File: config.mk
export PLATFORM = sky130hd
export DESIGN_NAME = multicycle_ctrl_flat
export DESIGN_NICKNAME = d
export VERILOG_FILES = /design/src/rtl/ctrl_pkg.sv /design/src/rtl/multicycle_ctrl_if.sv /design/src/rtl/alu_decoder.sv /design/src/rtl/multicycle_ctrl.sv /design/src/flat_wrapper.sv
export SDC_FILE = /design/constraint.sdc
export NUM_CORES = 1
export LEC_CHECK = 0
export ABC_AREA = 1
export BUFFER_PORTS_ARGS = -buffer_cell sky130_fd_sc_hd__buf_2
export CAP_MARGIN = 0
export CORE_ASPECT_RATIO = 0.6
export CORE_UTILIZATION = 57
export CTS_CLUSTER_SIZE = 10
export DETAILED_ROUTE_END_ITERATION = 8
export PLACE_DENSITY = 0.92
export RECOVER_POWER = 25
export SLEW_MARGIN = 15
export SYNTH_ARGS = -nofsm -noshare
export SYNTH_HDL_FRONTEND = slang
export SYNTH_HIERARCHICAL = 1
export SYNTH_SLANG_ARGS = --single-unit
File: constraint.sdc
create_clock -name clk -period 1.9 [get_ports clk]
set_input_delay 0.285 -clock clk [delete_from_list [all_inputs] [get_ports clk]]
set_output_delay 0.285 -clock clk [all_outputs]
set_load 0.02 [all_outputs]
File: src/rtl/ctrl_pkg.sv
// Shared types and encodings for the multicycle RV32I control sequencer.
// ILLEGAL_TRAP_EN adds the HALT state used by the illegal-instruction trap.
package ctrl_pkg;

    typedef enum logic [3:0] {
        StFetch,
        StDecode,
        StExecute,
        StMemAdr,
        StMemRead,
        StMemWb,
        StMemWrite,
        StAluWb,
        StBranch,
        StJump
`ifdef ILLEGAL_TRAP_EN
        , StHalt
`endif
    } state_e;

    localparam logic [3:0] AluAdd   = 4'd0;
    localparam logic [3:0] AluSub   = 4'd1;
    localparam logic [3:0] AluAnd   = 4'd2;
    localparam logic [3:0] AluOr    = 4'd3;
    localparam logic [3:0] AluXor   = 4'd4;
    localparam logic [3:0] AluSll   = 4'd5;
    localparam logic [3:0] AluSrl   = 4'd6;
    localparam logic [3:0] AluSra   = 4'd7;
    localparam logic [3:0] AluSlt   = 4'd8;
    localparam logic [3:0] AluSltu  = 4'd9;
    localparam logic [3:0] AluPassB = 4'd10;

    localparam logic [6:0] OpLoad   = 7'b0000011;
    localparam logic [6:0] OpStore  = 7'b0100011;
    localparam logic [6:0] OpImm    = 7'b0010011;
    localparam logic [6:0] OpReg    = 7'b0110011;
    localparam logic [6:0] OpLui    = 7'b0110111;
    localparam logic [6:0] OpAuipc  = 7'b0010111;
    localparam logic [6:0] OpBranch = 7'b1100011;
    localparam logic [6:0] OpJal    = 7'b1101111;
    localparam logic [6:0] OpJalr   = 7'b1100111;

    localparam logic [1:0] ResAlu = 2'b00;
    localparam logic [1:0] ResMem = 2'b01;
    localparam logic [1:0] ResPc4 = 2'b10;

    localparam logic [1:0] PcPlus4  = 2'b00;
    localparam logic [1:0] PcTarget = 2'b01;
    localparam logic [1:0] PcAlu    = 2'b10;

    localparam logic [2:0] ImmI = 3'd0;
    localparam logic [2:0] ImmS = 3'd1;
    localparam logic [2:0] ImmB = 3'd2;
    localparam logic [2:0] ImmU = 3'd3;
    localparam logic [2:0] ImmJ = 3'd4;

    function automatic logic [2:0] imm_sel(logic [6:0] op);
        case (op)
            OpStore:         return ImmS;
            OpBranch:        return ImmB;
            OpLui, OpAuipc:  return ImmU;
            OpJal:           return ImmJ;
            default:         return ImmI;
        endcase
    endfunction

    function automatic logic instr_legal(logic [6:0] op, logic [2:0] funct3);
        case (op)
            OpReg, OpImm, OpLui, OpAuipc, OpJal: return 1'b1;
            OpLoad:   return !(funct3 inside {3'b011, 3'b110, 3'b111});
            OpStore:  return funct3[2] == 1'b0 && funct3[1:0] != 2'b11;
            OpBranch: return !(funct3 inside {3'b010, 3'b011});
            OpJalr:   return funct3 == 3'b000;
            default:  return 1'b0;
        endcase
    endfunction

endpackage

File: src/rtl/multicycle_ctrl_if.sv
// Fetch handshake plus datapath strobes/selects between the sequencer and the datapath.
// ILLEGAL_TRAP_EN adds the sticky IllegalInstr flag.
interface multicycle_ctrl_if;
    logic        InstrReq;
    logic        InstrValid;
    logic [31:0] Instr;
    logic        Zero;
    logic        signedLess;
    logic        unsignedLess;
    logic        IRWrite;
    logic        PCWrite;
    logic [1:0]  PCSrc;
    logic        RegWrite;
    logic        MemWrite;
    logic        ALUSrcA;
    logic        ALUSrcB;
    logic [3:0]  ALUControl;
    logic [1:0]  ResultSrc;
    logic [2:0]  ImmSrc;
    logic        LoadSign;
    logic [1:0]  SizeSrc;
    logic        InstrDone;
`ifdef ILLEGAL_TRAP_EN
    logic        IllegalInstr;
`endif

    modport master (
        input  InstrValid, Instr, Zero, signedLess, unsignedLess,
        output InstrReq, IRWrite, PCWrite, PCSrc, RegWrite, MemWrite, ALUSrcA, ALUSrcB,
        output ALUControl, ResultSrc, ImmSrc, LoadSign, SizeSrc, InstrDone
`ifdef ILLEGAL_TRAP_EN
        , output IllegalInstr
`endif
    );

    modport slave (
        output InstrValid, Instr, Zero, signedLess, unsignedLess,
        input  InstrReq, IRWrite, PCWrite, PCSrc, RegWrite, MemWrite, ALUSrcA, ALUSrcB,
        input  ALUControl, ResultSrc, ImmSrc, LoadSign, SizeSrc, InstrDone
`ifdef ILLEGAL_TRAP_EN
        , input IllegalInstr
`endif
    );
endinterface

File: src/rtl/alu_decoder.sv
// Combinational op/funct3/funct7b5 to ALUControl mapping.
module alu_decoder
    import ctrl_pkg::*;
(
    input  logic [6:0] op,
    input  logic [2:0] funct3,
    input  logic       funct7b5,
    output logic [3:0] alu_control
);
    always_comb begin
        alu_control = AluAdd;
        if (op == OpReg || op == OpImm) begin
            unique case (funct3)
                // Only register-register ops use bit 30 as SUB; ADDI immediates may set it.
                3'b000: alu_control = (op == OpReg && funct7b5) ? AluSub : AluAdd;
                3'b001: alu_control = AluSll;
                3'b010: alu_control = AluSlt;
                3'b011: alu_control = AluSltu;
                3'b100: alu_control = AluXor;
                3'b101: alu_control = funct7b5 ? AluSra : AluSrl;
                3'b110: alu_control = AluOr;
                3'b111: alu_control = AluAnd;
            endcase
        end else if (op == OpLui) begin
            alu_control = AluPassB;
        end else if (op == OpBranch) begin
            alu_control = AluSub;
        end
    end
endmodule

File: src/rtl/multicycle_ctrl.sv
// Multicycle RV32I sequencer: steps fetch/decode/execute/memory/writeback, owns PC update.
// Define ILLEGAL_TRAP_EN to trap illegal instructions into HALT with a sticky IllegalInstr.
module multicycle_ctrl
    import ctrl_pkg::*;
#(
    parameter int unsigned RESET_WAIT = 0
) (
    input logic               clk,
    input logic               rst_n,
    multicycle_ctrl_if.master bus
);
    state_e      state_q, state_d;
    logic [6:0]  op_q;
    logic [2:0]  funct3_q;
    logic        funct7b5_q;
    logic [31:0] wait_q, wait_d;
    logic [3:0]  alu_ctrl;
    logic        fetch_req, capture, taken, dp_active, mem_active;
`ifdef ILLEGAL_TRAP_EN
    logic        illegal_q, illegal_d;
`endif

    alu_decoder u_alu_decoder (
        .op          (op_q),
        .funct3      (funct3_q),
        .funct7b5    (funct7b5_q),
        .alu_control (alu_ctrl)
    );

    assign fetch_req  = (state_q == StFetch) && (wait_q == '0);
    assign capture    = fetch_req && bus.InstrValid;
    assign dp_active  = state_q inside {StExecute, StAluWb, StMemAdr, StMemRead, StMemWb,
                                        StMemWrite, StBranch, StJump};
    assign mem_active = state_q inside {StMemAdr, StMemRead, StMemWb, StMemWrite};

    // Flags are produced by the SUB issued in BRANCH itself, so resolution is combinational.
    always_comb begin
        case (funct3_q)
            3'b000:  taken = bus.Zero;
            3'b001:  taken = !bus.Zero;
            3'b100:  taken = bus.signedLess;
            3'b101:  taken = !bus.signedLess;
            3'b110:  taken = bus.unsignedLess;
            3'b111:  taken = !bus.unsignedLess;
            default: taken = 1'b0;
        endcase
    end

    always_ff @(posedge clk or negedge rst_n) begin
        if (!rst_n) begin
            state_q    <= StFetch;
            op_q       <= '0;
            funct3_q   <= '0;
            funct7b5_q <= 1'b0;
            wait_q     <= RESET_WAIT;
`ifdef ILLEGAL_TRAP_EN
            illegal_q  <= 1'b0;
`endif
        end else begin
            state_q <= state_d;
            wait_q  <= wait_d;
`ifdef ILLEGAL_TRAP_EN
            illegal_q <= illegal_d;
`endif
            if (capture) begin
                op_q       <= bus.Instr[6:0];
                funct3_q   <= bus.Instr[14:12];
                funct7b5_q <= bus.Instr[30];
            end
        end
    end

    always_comb begin
        state_d        = state_q;
        wait_d         = wait_q;
        bus.InstrReq   = fetch_req;
        bus.IRWrite    = capture;
        bus.PCWrite    = 1'b0;
        bus.PCSrc      = PcPlus4;
        bus.RegWrite   = 1'b0;
        bus.MemWrite   = 1'b0;
        bus.ALUSrcA    = 1'b0;
        bus.ALUSrcB    = 1'b0;
        bus.ALUControl = AluAdd;
        bus.ResultSrc  = ResAlu;
        bus.ImmSrc     = ImmI;
        bus.LoadSign   = 1'b0;
        bus.SizeSrc    = 2'b00;
        bus.InstrDone  = 1'b0;
`ifdef ILLEGAL_TRAP_EN
        illegal_d      = illegal_q;
        bus.IllegalInstr = illegal_q;
`endif
        // ALU operands stay stable from EXECUTE/MEMADR through the final state.
        if (dp_active) begin
            bus.ALUSrcA    = (op_q == OpAuipc);
            bus.ALUSrcB    = op_q inside {OpImm, OpLui, OpAuipc, OpLoad, OpStore, OpJalr};
            bus.ALUControl = alu_ctrl;
        end
        if (dp_active || state_q == StDecode) bus.ImmSrc = imm_sel(op_q);
        if (mem_active) begin
            bus.SizeSrc  = funct3_q[1:0];
            bus.LoadSign = ~funct3_q[2];
        end

        case (state_q)
            StFetch: begin
                if (wait_q != '0) wait_d = wait_q - 32'd1;
                if (capture) state_d = StDecode;
            end
            StDecode: begin
`ifdef ILLEGAL_TRAP_EN
                if (!instr_legal(op_q, funct3_q)) begin
                    state_d   = StHalt;
                    illegal_d = 1'b1;
                end else
`endif
                case (op_q)
                    OpReg, OpImm, OpLui, OpAuipc: state_d = StExecute;
                    OpLoad, OpStore:              state_d = StMemAdr;
                    OpBranch:                     state_d = StBranch;
                    OpJal, OpJalr:                state_d = StJump;
                    default: begin
                        bus.PCWrite   = 1'b1;
                        bus.InstrDone = 1'b1;
                        state_d       = StFetch;
                    end
                endcase
            end
            StExecute: state_d = StAluWb;
            StAluWb: begin
                bus.RegWrite  = 1'b1;
                bus.PCWrite   = 1'b1;
                bus.InstrDone = 1'b1;
                state_d       = StFetch;
            end
            StMemAdr:  state_d = (op_q == OpLoad) ? StMemRead : StMemWrite;
            StMemRead: state_d = StMemWb;
            StMemWb: begin
                bus.ResultSrc = ResMem;
                bus.RegWrite  = 1'b1;
                bus.PCWrite   = 1'b1;
                bus.InstrDone = 1'b1;
                state_d       = StFetch;
            end
            StMemWrite: begin
                bus.MemWrite  = 1'b1;
                bus.PCWrite   = 1'b1;
                bus.InstrDone = 1'b1;
                state_d       = StFetch;
            end
            StBranch: begin
                bus.PCWrite   = 1'b1;
                bus.PCSrc     = taken ? PcTarget : PcPlus4;
                bus.InstrDone = 1'b1;
                state_d       = StFetch;
            end
            StJump: begin
                bus.RegWrite  = 1'b1;
                bus.ResultSrc = ResPc4;
                bus.PCWrite   = 1'b1;
                bus.PCSrc     = (op_q == OpJalr) ? PcAlu : PcTarget;
                bus.InstrDone = 1'b1;
                state_d       = StFetch;
            end
`ifdef ILLEGAL_TRAP_EN
            StHalt: state_d = StHalt;
`endif
            default: state_d = StFetch;
        endcase
    end
endmodule

File: src/flat_wrapper.sv
// flat-port wrapper written by rule: the top's interface ports become plain ports
module multicycle_ctrl_flat import ctrl_pkg::*;
#(
    parameter int unsigned RESET_WAIT = 0
)
  (clk, rst_n, bus_InstrValid, bus_Instr, bus_Zero, bus_signedLess, bus_unsignedLess, bus_InstrReq, bus_IRWrite, bus_PCWrite, bus_PCSrc, bus_RegWrite, bus_MemWrite, bus_ALUSrcA, bus_ALUSrcB, bus_ALUControl, bus_ResultSrc, bus_ImmSrc, bus_LoadSign, bus_SizeSrc, bus_InstrDone);
  multicycle_ctrl_if bus_i ();
  input logic clk;
  input logic rst_n;
  input wire logic [$bits(bus_i.InstrValid)-1:0] bus_InstrValid;
  input wire logic [$bits(bus_i.Instr)-1:0] bus_Instr;
  input wire logic [$bits(bus_i.Zero)-1:0] bus_Zero;
  input wire logic [$bits(bus_i.signedLess)-1:0] bus_signedLess;
  input wire logic [$bits(bus_i.unsignedLess)-1:0] bus_unsignedLess;
  output wire logic [$bits(bus_i.InstrReq)-1:0] bus_InstrReq;
  output wire logic [$bits(bus_i.IRWrite)-1:0] bus_IRWrite;
  output wire logic [$bits(bus_i.PCWrite)-1:0] bus_PCWrite;
  output wire logic [$bits(bus_i.PCSrc)-1:0] bus_PCSrc;
  output wire logic [$bits(bus_i.RegWrite)-1:0] bus_RegWrite;
  output wire logic [$bits(bus_i.MemWrite)-1:0] bus_MemWrite;
  output wire logic [$bits(bus_i.ALUSrcA)-1:0] bus_ALUSrcA;
  output wire logic [$bits(bus_i.ALUSrcB)-1:0] bus_ALUSrcB;
  output wire logic [$bits(bus_i.ALUControl)-1:0] bus_ALUControl;
  output wire logic [$bits(bus_i.ResultSrc)-1:0] bus_ResultSrc;
  output wire logic [$bits(bus_i.ImmSrc)-1:0] bus_ImmSrc;
  output wire logic [$bits(bus_i.LoadSign)-1:0] bus_LoadSign;
  output wire logic [$bits(bus_i.SizeSrc)-1:0] bus_SizeSrc;
  output wire logic [$bits(bus_i.InstrDone)-1:0] bus_InstrDone;
  assign bus_i.InstrValid = bus_InstrValid;
  assign bus_i.Instr = bus_Instr;
  assign bus_i.Zero = bus_Zero;
  assign bus_i.signedLess = bus_signedLess;
  assign bus_i.unsignedLess = bus_unsignedLess;
  assign bus_InstrReq = bus_i.InstrReq;
  assign bus_IRWrite = bus_i.IRWrite;
  assign bus_PCWrite = bus_i.PCWrite;
  assign bus_PCSrc = bus_i.PCSrc;
  assign bus_RegWrite = bus_i.RegWrite;
  assign bus_MemWrite = bus_i.MemWrite;
  assign bus_ALUSrcA = bus_i.ALUSrcA;
  assign bus_ALUSrcB = bus_i.ALUSrcB;
  assign bus_ALUControl = bus_i.ALUControl;
  assign bus_ResultSrc = bus_i.ResultSrc;
  assign bus_ImmSrc = bus_i.ImmSrc;
  assign bus_LoadSign = bus_i.LoadSign;
  assign bus_SizeSrc = bus_i.SizeSrc;
  assign bus_InstrDone = bus_i.InstrDone;
  multicycle_ctrl #(.RESET_WAIT(RESET_WAIT)) u_core (.clk(clk), .rst_n(rst_n), .bus(bus_i));
endmodule
==> results.sh <==
export IMPL_ant_nets=0
export IMPL_gp_congestion=1.02
export IMPL_crit_path_end_kind="primary output"
export IMPL_syn_nets=578
export IMPL_finalHoldViolations=0
export IMPL_tns_ps=-2310
export IMPL_wire_per_inst_um=20.4
export IMPL_grt_pass1_vias=3862
export IMPL_slew_viol_final=0
export IMPL_path_buf_inv=3
export IMPL_fmax_mhz=470
export IMPL_ys_seq_area_share_pct=32.9
export IMPL_layout_nets=671
export IMPL_dr_pass1_iters=9
export IMPL_rows=21
export IMPL_root_buffer="clkbuf_8"
export IMPL_postPlaceCellArea_mm2=0.00391
export IMPL_setup_viol_count_final=20
export IMPL_die_width_um=104
export IMPL_status="finished, violations left"
export IMPL_post_route_period_util_pct=112
export IMPL_yosys_cell_count_top_type="nand2_1"
export IMPL_critPathKind="register to primary output"
export IMPL_overflow=0
export IMPL_final_cell_area_mm2=0.00477
export IMPL_avgSynthCellArea_um2=6.64
export IMPL_hold_depth=3
export IMPL_synth_top_cell_by_area="dfrtp_1"
export IMPL_synth_edff_count=0
export IMPL_yosys_top_cells_area="dfrtp_1, nand2_1, nor2_1, inv_1, nand2_2"
export IMPL_synth_top_cells_by_count="nand2_1, nor2_1, inv_1, dfrtp_1"
export IMPL_cts_buffer_depth=2
export IMPL_start_util_pct=61.5
export IMPL_hold_path_class="input port to register"
export IMPL_crit_path_top_delay_cell="dfrtp_1"
export IMPL_leakage_nw=2.62
export IMPL_critPathLaunchType="register"
export IMPL_clk_latency_ps=310
export IMPL_drt_total_wl_um=14500
export IMPL_cpLargestDelayFamily="simple AND/OR/NAND/NOR gates"
export IMPL_ys_types=30
export IMPL_cts_sinks=47
export IMPL_tightest_slew_ps=1490
export IMPL_io_pins=60
export IMPL_cts_buffers=5
export IMPL_p_total_mw=4.34
export IMPL_cap_viol_max_count=0
export IMPL_cts_tree="built"
export IMPL_antenna_found_initial=0
export IMPL_period_minus_slack_ps=2130
export IMPL_synthFlopType="dfrtp_1"
export IMPL_synth_top_area_share_pct=32.9
export IMPL_path_cells="buf_6, buf_4, nor2_1, nand2_1, o21ai_1, nor2_1, nor2_1, buf_4"
export IMPL_ff2ff_path_depth=9
export IMPL_viasPerCell=6.38
export IMPL_die_area_mm2=0.00659
export IMPL_via_count=4545
export IMPL_finalCoreUtilization_pct=82.2
export IMPL_coreArea_mm2=0.00581
export IMPL_max_slew_margin_pct=0.787
export IMPL_drtIter0Drc=762
export IMPL_grt_pass1_wl_um=19400
export IMPL_num_antenna_cells=0
export IMPL_drc=4
export IMPL_path_depth=8
export IMPL_synth_area_mm2=0.00357
export IMPL_layout_setup_ws_ps=-228
export IMPL_portBuffers=38
export IMPL_crit_arrival_ps=1840
export IMPL_grt_max_degree=26
export IMPL_cp_max_fo=4
export IMPL_h_tree_depth=2
export IMPL_grtUsageTotal_pct=38.2
export IMPL_peakVddDrop_mv=0.643
export IMPL_clk_pin_slew_ps=90
export IMPL_area_growth_syn_to_layout_pct=33.7
export IMPL_slowest_delay_ps=440
export IMPL_crit_top_cell="nor2_1"
export IMPL_dpl_hpwl_um=7660
export IMPL_yosysWarnings=6
export IMPL_drive_gt1_share_pct=40.0
export IMPL_grt_setup_unrepaired="yes"
export IMPL_crit_required_ps=1620
export IMPL_synthArstFlopShare_pct=100
export IMPL_ys_seq_elements=47
export IMPL_clock_skew_ps=3.82
export IMPL_die_h_um=63.3
export IMPL_p_per_area_mw_per_mm2=910
export IMPL_violations="design-rule violations, negative setup slack"
export IMPL_synthCells=538
==> worst paths after layout <==
check / startpoint / slack, ps / endpoint
setup / recovery: u_core/op_q[4]$_DFFE_PN0P_ / -230 / bus_ALUSrcB
hold / removal: bus_Instr[0] / 220 / u_core/op_q[0]$_DFFE_PN0P_
setup reg to reg: u_core/wait_q[14]$_DFFE_PN0P_ / -50 / u_core/wait_q[31]$_DFFE_PN0P_
hold reg to reg: u_core/funct7b5_q$_DFFE_PN0P_ / 520 / u_core/funct7b5_q$_DFFE_PN0P_
max in group asynchronous: rst_n / 80 / u_core/wait_q[2]$_DFFE_PN0P_
min in group asynchronous: rst_n / 860 / u_core/wait_q[27]$_DFFE_PN0P_
==> final cells by class <==
| class | instances | area, µm² |
|---|---|---|
| Multi-Input combinational cell | 424 | 2400 |
| Sequential cell | 47 | 1190 |
| Fill cell | 342 | 1030 |
| Timing Repair Buffer | 94 | 709 |
| Inverter | 59 | 231 |
| Tap cell | 80 | 100 |
| Clock buffer | 5 | 68.8 |
| Clock inverter | 3 | 67.6 |
==> stage by stage <==
stage	setup slack, ps	std cells	hold slack [ps]
after detailed placement	-53.5	668	311
after CTS	-108	701	223
after global routing	-490	712	223
after floorplan	70.6	538	-10.6
after global placement	24.0	668	305
final	-228	712	220
==> worst register-to-register path, cell delays in order, from the launching register on <==
cell,delay (ps)
dfrtp_1,440
buf_4,160
nor2_1,260
nand2_1,150
nor2_2,210
nand2_1,170
o21ai_0,220
nand2_1,110
nand2_2,70
nand2_1,60
==> power by group <==
group          switching, mW  total, mW  internal, mW
Combinational           1.30       2.03         0.728
Sequential             0.270       1.41          1.14
Clock                  0.373      0.898         0.525
Total                   1.95       4.34          2.40
==> routing by layer <==
metal	global-route usage [%]	part of all wire, %	vias up
met4	13.2	8.5	0
met5	0	0	-
li1	-	-	1863
met1	52.2	34	2031
met2	58.4	42	470
met3	10.5	16	181
==> what timing repair did <==
action,4_1_cts,5_1_grt
hold endpoints to repair,23,0
endpoints found under the setup margin,37,57
pin swaps,26,19
hold buffers,1,0
gates resized for setup,72,73
cloned,2,0
setup buffers,22,12
==> cells by family (layout without fill, tap and decap cells) <==
logic type | count (synthesis) | in the layout | synth area share [%]
buffers and inverters | 69 | 161 | 9.64
XOR/XNOR | 9 | 9 | 2.21
adder cells (fa/ha/maj) | 2 | 2 | 0.701
AO/OA/AOI/OAI | 35 | 35 | 6.59
flip-flops | 47 | 47 | 32.9
AND/OR/NAND/NOR | 376 | 378 | 47.9
==> registers in the layout (all words and copies together) (netlist names) <==
name,flops
u_core/funct7b5_q,1
u_core/funct3_q,3
u_core/op_q,7
u_core/wait_q,32
u_core/state_q,4
==> placed cells by master (no fill, tap or decap), drive strengths merged <==
cell type	count
nor4	1
dlygate4sd3	1
dfrtp	47
buf	92
a21oi	5
nor2	111
inv	59
nor3	3
xor2	7
clkbuf	6
nand3	29
o21ai	30
xnor2	2
nand2	208
clkinvlp	1
nand2b	1
ha	2
bufinv	2
nand4	23
or2	2
(Power assumes the default switching activity.)
